<file path="src/rtl/in_to_stage.sv">
// Block-input to FFT stage-buffer filler: writes one N-sample frame plus per-sample metadata.
// Optional `IN_TO_STAGE_BITREV_EN selects bit-reversed write addresses (DIT input order).
module in_to_stage #(
  parameter int N      = 8,
  parameter int LOG_N  = 3,
  parameter int WIDTH  = 32,
  parameter int MWIDTH = 1
) (
  input  logic              clk,
  input  logic              rst_n,
  input  logic              start,
  input  logic              in_nd,
  input  logic [WIDTH-1:0]  in_data,
  input  logic [MWIDTH-1:0] in_m,
  input  logic              in_mfull,
  output logic [LOG_N-1:0]  out_addr,
  output logic              out_nd,
  output logic [WIDTH-1:0]  out_data,
  output logic              out_mwrite,
  output logic [MWIDTH-1:0] out_m,
  output logic              finished,
  output logic              active,
  output logic              error
);

  logic              active_q, active_d;
  logic [LOG_N-1:0]  count_q, count_d;
  logic              last_q, last_d;
  logic              error_q, error_d;
  logic [LOG_N-1:0]  addr_q, addr_d;
  logic              nd_q, nd_d;
  logic [WIDTH-1:0]  data_q, data_d;
  logic              mwrite_q, mwrite_d;
  logic [MWIDTH-1:0] m_q, m_d;
  logic              fin_q, fin_d;

  logic              accept;
  logic [LOG_N-1:0]  idx;

  function automatic logic [LOG_N-1:0] addr_map(input logic [LOG_N-1:0] k);
    logic [LOG_N-1:0] r;
`ifdef IN_TO_STAGE_BITREV_EN
    for (int b = 0; b < LOG_N; b++) r[b] = k[LOG_N-1-b];
`else
    r = k;
`endif
    return r;
  endfunction

  // A start from idle with a coincident sample takes that sample as index 0.
  assign idx    = active_q ? count_q : '0;
  assign accept = in_nd & (active_q | start);

  always_comb begin
    active_d = active_q;
    count_d  = count_q;
    last_d   = 1'b0;
    error_d  = error_q;
    addr_d   = addr_q;
    nd_d     = 1'b0;
    data_d   = data_q;
    mwrite_d = 1'b0;
    m_d      = m_q;
    fin_d    = last_q;

    if (start & active_q) error_d = 1'b1;
    if (in_nd & ~active_q & ~start) error_d = 1'b1;
    if (start & ~active_q) begin
      active_d = 1'b1;
      count_d  = '0;
    end

    if (accept) begin
      nd_d     = 1'b1;
      mwrite_d = 1'b1;
      data_d   = in_data;
      m_d      = in_m;
      addr_d   = addr_map(idx);
      count_d  = idx + LOG_N'(1);
      if (in_mfull) error_d = 1'b1;
      if (idx == LOG_N'(N-1)) begin
        active_d = 1'b0;
        last_d   = 1'b1;
      end
    end
  end

  always_ff @(posedge clk) begin
    if (!rst_n) begin
      active_q <= 1'b0;
      count_q  <= '0;
      last_q   <= 1'b0;
      error_q  <= 1'b0;
      addr_q   <= '0;
      nd_q     <= 1'b0;
      data_q   <= '0;
      mwrite_q <= 1'b0;
      m_q      <= '0;
      fin_q    <= 1'b0;
    end else begin
      active_q <= active_d;
      count_q  <= count_d;
      last_q   <= last_d;
      error_q  <= error_d;
      addr_q   <= addr_d;
      nd_q     <= nd_d;
      data_q   <= data_d;
      mwrite_q <= mwrite_d;
      m_q      <= m_d;
      fin_q    <= fin_d;
    end
  end

  assign out_addr   = addr_q;
  assign out_nd     = nd_q;
  assign out_data   = data_q;
  assign out_mwrite = mwrite_q;
  assign out_m      = m_q;
  assign finished   = fin_q;
  assign active     = active_q | start;
  assign error      = error_q;

endmodule
</file>
<file path="config.mk">
export PLATFORM = sky130hd
export DESIGN_NAME = in_to_stage
export DESIGN_NICKNAME = d
export VERILOG_FILES = /design/src/rtl/in_to_stage.sv
export SDC_FILE = /design/constraint.sdc
export NUM_CORES = 1
export LEC_CHECK = 0
export ABC_AREA = 0
export BUFFER_PORTS_ARGS = -buffer_cell sky130_fd_sc_hd__buf_2
export CORE_ASPECT_RATIO = 1.4
export CORE_MARGIN = 8
export CORE_UTILIZATION = 40
export DETAILED_ROUTE_END_ITERATION = 12
export GPL_ROUTABILITY_DRIVEN = 0
export PLACE_DENSITY = 0.69
export SYNTH_ARGS = -nofsm -noshare
export SYNTH_HDL_FRONTEND = slang
export SYNTH_SLANG_ARGS = --single-unit
</file>
<file path="constraint.sdc">
create_clock -name clk -period 3 [get_ports clk]
set_input_delay 0.3 -clock clk [delete_from_list [all_inputs] [get_ports clk]]
set_output_delay 0.3 -clock clk [all_outputs]
set_load 0.01 [all_outputs]
</file>
=== Word level (Yosys, flattened, before mapping) ===
Index checks and enable logic that the tools add are counted.
Widths: inputs -> output; s select.

* Multipliers: 0
* Bitwise operators: 8
* Muxes and demuxes: 12
* Reduce and logical (&&, ||, !) cells: 2
* Eq/ne operators: 1
* Divide/modulo/power cells: 0
* Add/sub/neg operators: 1
* Shifts and indexed selects: 0
* $lt $le $gt $ge: 0

{| class="wikitable"
|+ Operator list
! operator !! count
|-
| $mux 1 || 9
|-
| $mux 3 || 3
|-
| $and 1x1->1 || 5
|-
| $add 3x1->3 const B || 1
|-
| $eq 3x3->1 const B || 1
|-
| $not 1->1 || 2
|-
| $reduce_and 2->1 || 1
|-
| $reduce_bool 2->1 || 1
|-
| $or 1x1->1 || 1
|}

* RAM bits: 0
* Word-level logic and storage cells: 33
* Latch bits: 0
* Register bits after elaboration: 44
* Bits in read-only memories: 0
* Memories kept: 0

=== Depth between registers and ports, before layout ===
* Depth in word-level cells: 6
* Mapped depth: 6
* Gate-level depth less buffers: 5

=== Worst setup path after synthesis ===
OpenSTA, ideal clock, no wires.

* Kind: reg-to-reg
* Start: register active_q
* End: register count_q[2]
* Arrival: 1.161 ns
* Clock period less this slack: 1.292 ns
* Path buffers: 1
* Library setup time: 0.132 ns
* Cell stages (with the launch flop): 7
* Slack: 1.708 ns
* Path through: dfxtp_1 buf_2 and2_1 ha_1 ha_1 nand2_1 o22ai_1

* Word-level cells in the longest chain between the ends: 3
* Elaborated cells between the ends (all ways): 8

{| class="wikitable"
|+ Ends and longest elaborated chain
! what !! line !! source
|-
| start: declaration || 26 || <nowiki>logic active_q, active_d;</nowiki>
|-
| start signal: assignment || 101 || <nowiki>active_q <= active_d;</nowiki>
|-
| $mux 3 || 51 || <nowiki>assign idx = active_q ? count_q : '0;</nowiki>
|-
| via idx[1] || 38 || <nowiki>logic [LOG_N-1:0] idx;</nowiki>
|-
| $add 3x1->3 || 79 || <nowiki>count_d = idx + LOG_N'(1);</nowiki>
|-
| $mux 3 || 73 || <nowiki>if (accept) begin</nowiki>
|-
| end signal: assignment || 102 || <nowiki>count_q <= count_d;</nowiki>
|-
| end: declaration || 27 || <nowiki>logic [LOG_N-1:0] count_q, count_d;</nowiki>
|}

The timed path passes the listed nets, and every way through them passes these cells.
A chain may end at the register's enable or synchronous reset.

=== Final worst setup path ===
* Start: register active_q
* End: register data_q[25] (netlist: out_data[25])

* Word-level cells in the longest chain between the ends: 2

{| class="wikitable"
|+ Ends and longest elaborated chain
! what !! line !! source
|-
| $or 1x1->1 || 52 || <nowiki>assign accept = in_nd & (active_q | start);</nowiki>
|-
| $and 1x1->1 || 52 ||
|-
| end signal: assignment || 107 || <nowiki>data_q <= data_d;</nowiki>
|-
| end: declaration || 32 || <nowiki>logic [WIDTH-1:0] data_q, data_d;</nowiki>
|}

Every way passes these cells.

==> impl_metrics.csv <==
group,metric,value,unit
floorplanning,die_w,72.5,µm
clock_network,post_cts_buffers,0,
placed_design,io_buffers,78,
sta,rsz0062_at_grt,"false",
setup_path,critical-path-slowest-cell,"dfxtp_1",
hold_path,hp-start,"in_data[12]",
synthesis,yosys.area.top_type,"dfxtp_1",
setup_path,start_kind,"flop",
setup_path,required,3.22,ns
synthesis,synth.area.top_cells,"dfxtp_1 (49%), mux2i_1 (18%), nand2_1 (16%)",
setup_path,r2r_slack,1.50,ns
clock_network,clock_sinks,44,
drt,drc,0,
hold_path,min_path_type,"in -> reg",
floorplanning,fp.dieArea,6890,µm²
pwr,internal_power,898,µW
synthesis,synth.most_common_cell,"nand2_1",
clock_network,ctsHoldBuffers,0,
clock_network,cts_tree,"done",
global_route,antenna_found_initial,0,
setup_path,criticalPathCategory,"reg -> reg",
synthesis,synthCells,194,
clock_network,post_cts_resized,0,
sta,worst_pin_slew,0.692,ns
sta,fmax,666,MHz
placed_design,dpl.cell_count,322,
global_route,grt_usage,11.9,%
job,drv_cap,0,
synthesis,syn_area,1790,µm²
global_route,grt_pass1_wl,6.42,mm
setup_path,worstPathMaxFanout,17,
status,status,"finished clean",
sta,hold_viol,0,
synthesis,syn_nets,234,
drt,wl_per_cell,12.0,µm
sta,maxSlewHeadroom,53.9,%
hold_path,hold_end,"out_data[12]$_SDFFE_PN0P_",
cells_and_area,diodes,0,
setup_path,r2r-start,"active_q$_SDFF_PN0_",
synthesis,avgSynthCellArea,9.21,µm²
hold_path,hold_depth,3,
drt,drt_iter0_markers,34,
pwr,swShare,24.4,%
setup_path,arrival,1.73,ns
drt,drt_wl_total,3.95,mm
setup_path,critPathCaptureType,"flop",
cells_and_area,stdcell_count,329,
synthesis,ys_seq_area_share,49.3,%
clock_network,cts_root_buf,"clkbuf_8",
pwr,p_clk_share,32.9,%
clock_network,clk_pin_slew,0.08,ns
setup_path,rr_endpoint,"out_data[25]$_SDFFE_PN0P_",
floorplanning,fp.dieH,95.1,µm
pwr,ir_drop,0.000273,V
synthesis,synth_edf_count,0,
drt,vias,1481,
sta,layout_min_cycle_time,1.50,ns
cells_and_area,area_growth,26.8,%
setup_path,reg2reg_depth,3,
synthesis,yosysUniqueCellTypes,23,
drt,via_per_inst,4.50,
synthesis,synth_flop_cell,"dfxtp_1",
floorplanning,num_rows,29,
synthesis,synthArstFlopShare,0,%
cells_and_area,final_nets,307,
global_route,grt_pass1_vias,1484,
floorplanning,ioPinCount,79,
synthesis,synth_common_cells,"nand2_1 (77), dfxtp_1 (44), mux2i_1 (33)",
clock_network,cts_buffers,5,
floorplanning,start_util,40.4,%
drt,ant_nets,0,
sta,clock_skew,0.00592,ns
cells_and_area,drive_above_1_share,34.8,%
pwr,comb_power_share,13.7,%
sta,finalCritPeriodShare,50.1,%
synthesis,ys_ff_latch,44,
global_route,grt_max_degree,46,
setup_path,slowest_delay,0.53,ns
placed_design,dp_hpwl,2.93,mm
synthesis,yosysTopAreaCellShare,49.3,%
pwr,p_leak,1.13,nW
pwr,pwr-share-seq,53.4,%
sta,slew_viol_final,0,
global_route,grt-ovfl-total,0,
clock_network,cts.path.max_buffers,2,
clock_network,cts_htree_levels,2,
pwr,p_per_area,524,nW/µm²
floorplanning,core_region_area,4430,µm²
drt,dr.pass1.iters,4,
setup_path,path_cells,"o21a_2, buf_4, mux2i_1",
sta,setup_viol,0,
pwr,p_sw,289,µW
synthesis,yosys_warnings,0,
sta,finalSetupTns,0,ns
clock_network,insertion_delay,0.30,ns
==> worst max-delay path, delay by kind of cell (launching register included) <==
kind,cells,cell delay (ns)
AO/OA/AOI/OAI,1,0.34
buffers and inverters,1,0.33
flip-flops,1,0.53
multiplexers,1,0.22
==> cell usage in the layout (no fill, tap or decap), types with 2 or more instances in the layout <==
cell type,count
and2_1,4
o22ai_1,6
dfxtp_1,44
buf_2,78
and3_1,2
buf_4,3
clkbuf_8,7
mux2i_1,33
nand2_1,77
ha_1,2
==> kinds of logic after synthesis <==
family | Yosys count | share of synthesized area, %
AND/OR/NAND/NOR | 87 | 19.6
flip-flops | 44 | 49.3
multiplexers | 34 | 19.1
buffers and inverters | 16 | 6.23
AO/OA/AOI/OAI | 11 | 4.34
adder cells (fa/ha/maj) | 2 | 1.40
==> area by class of cell <==
| cell class | count | area [µm²] |
|---|---|---|
| fillers | 459 | 2160 |
| flip-flops and latches | 44 | 881 |
| multi-input cells | 134 | 795 |
| repair buffers | 81 | 413 |
| clock buffers | 7 | 96.3 |
| well taps | 62 | 77.6 |
| inverters | 1 | 3.75 |
==> registers in the layout, indices dropped and copies added, names as in the netlist <==
register and flops:
error 1, finished 1, count_q 3, out_addr 3, active_q 1, fin_d 1, out_m 1, out_mwrite 1
out_data 32
==> worst max-delay path by stage <==
stage | from | endpoint | depth (start not counted)
3_5_place_dp | rst_n | out_data[19]$_SDFFE_PN0P_ | 4
6_report | active_q$_SDFF_PN0_ | out_data[25]$_SDFFE_PN0P_ | 3
3_3_place_gp | rst_n | out_data[21]$_SDFFE_PN0P_ | 4
5_1_grt | active_q$_SDFF_PN0_ | out_data[25]$_SDFFE_PN0P_ | 3
4_1_cts | active_q$_SDFF_PN0_ | active | 2
2_1_floorplan | active_q$_SDFF_PN0_ | count_q[2]$_SDFFE_PN0P_ | 6
==> power groups by stage <==
stage	Clock (mW)	Combinational, mW	Sequential (mW)
global route	0.429	0.182	0.639
CTS	0.410	0.167	0.635
finish	0.390	0.163	0.634
floorplan	0	0.0927	0.660
detailed placement	0	0.166	0.648
global placement	0	0.164	0.648
==> layer usage <==
layer	up-vias	share of wire [%]	track usage (%)
met3	7	11	7.26
met2	47	47	20.1
met5	-	0	0
met4	0	2.0	6.03
li1	778	-	-
met1	649	39	11.2
==> stage by stage <==
step | power [mW] | instance area [µm²] | util, % | setup slack [ns] | hold slack, ns
6_report | 1.19 | 2270 | 51.2 | 1.50 | 0.241
5_1_grt | 1.25 | 2270 | 51.2 | 1.35 | 0.236
4_1_cts | 1.21 | 2270 | 51.2 | 1.49 | 0.230
3_5_place_dp | 0.814 | 2170 | 49.0 | 1.38 | 0.417
3_3_place_gp | 0.812 | 2170 | 49.0 | 1.43 | 0.419
2_1_floorplan | 0.753 | 1790 | - | 1.71 | 0.412
No activity file was read; power rests on OpenSTA's default activity.
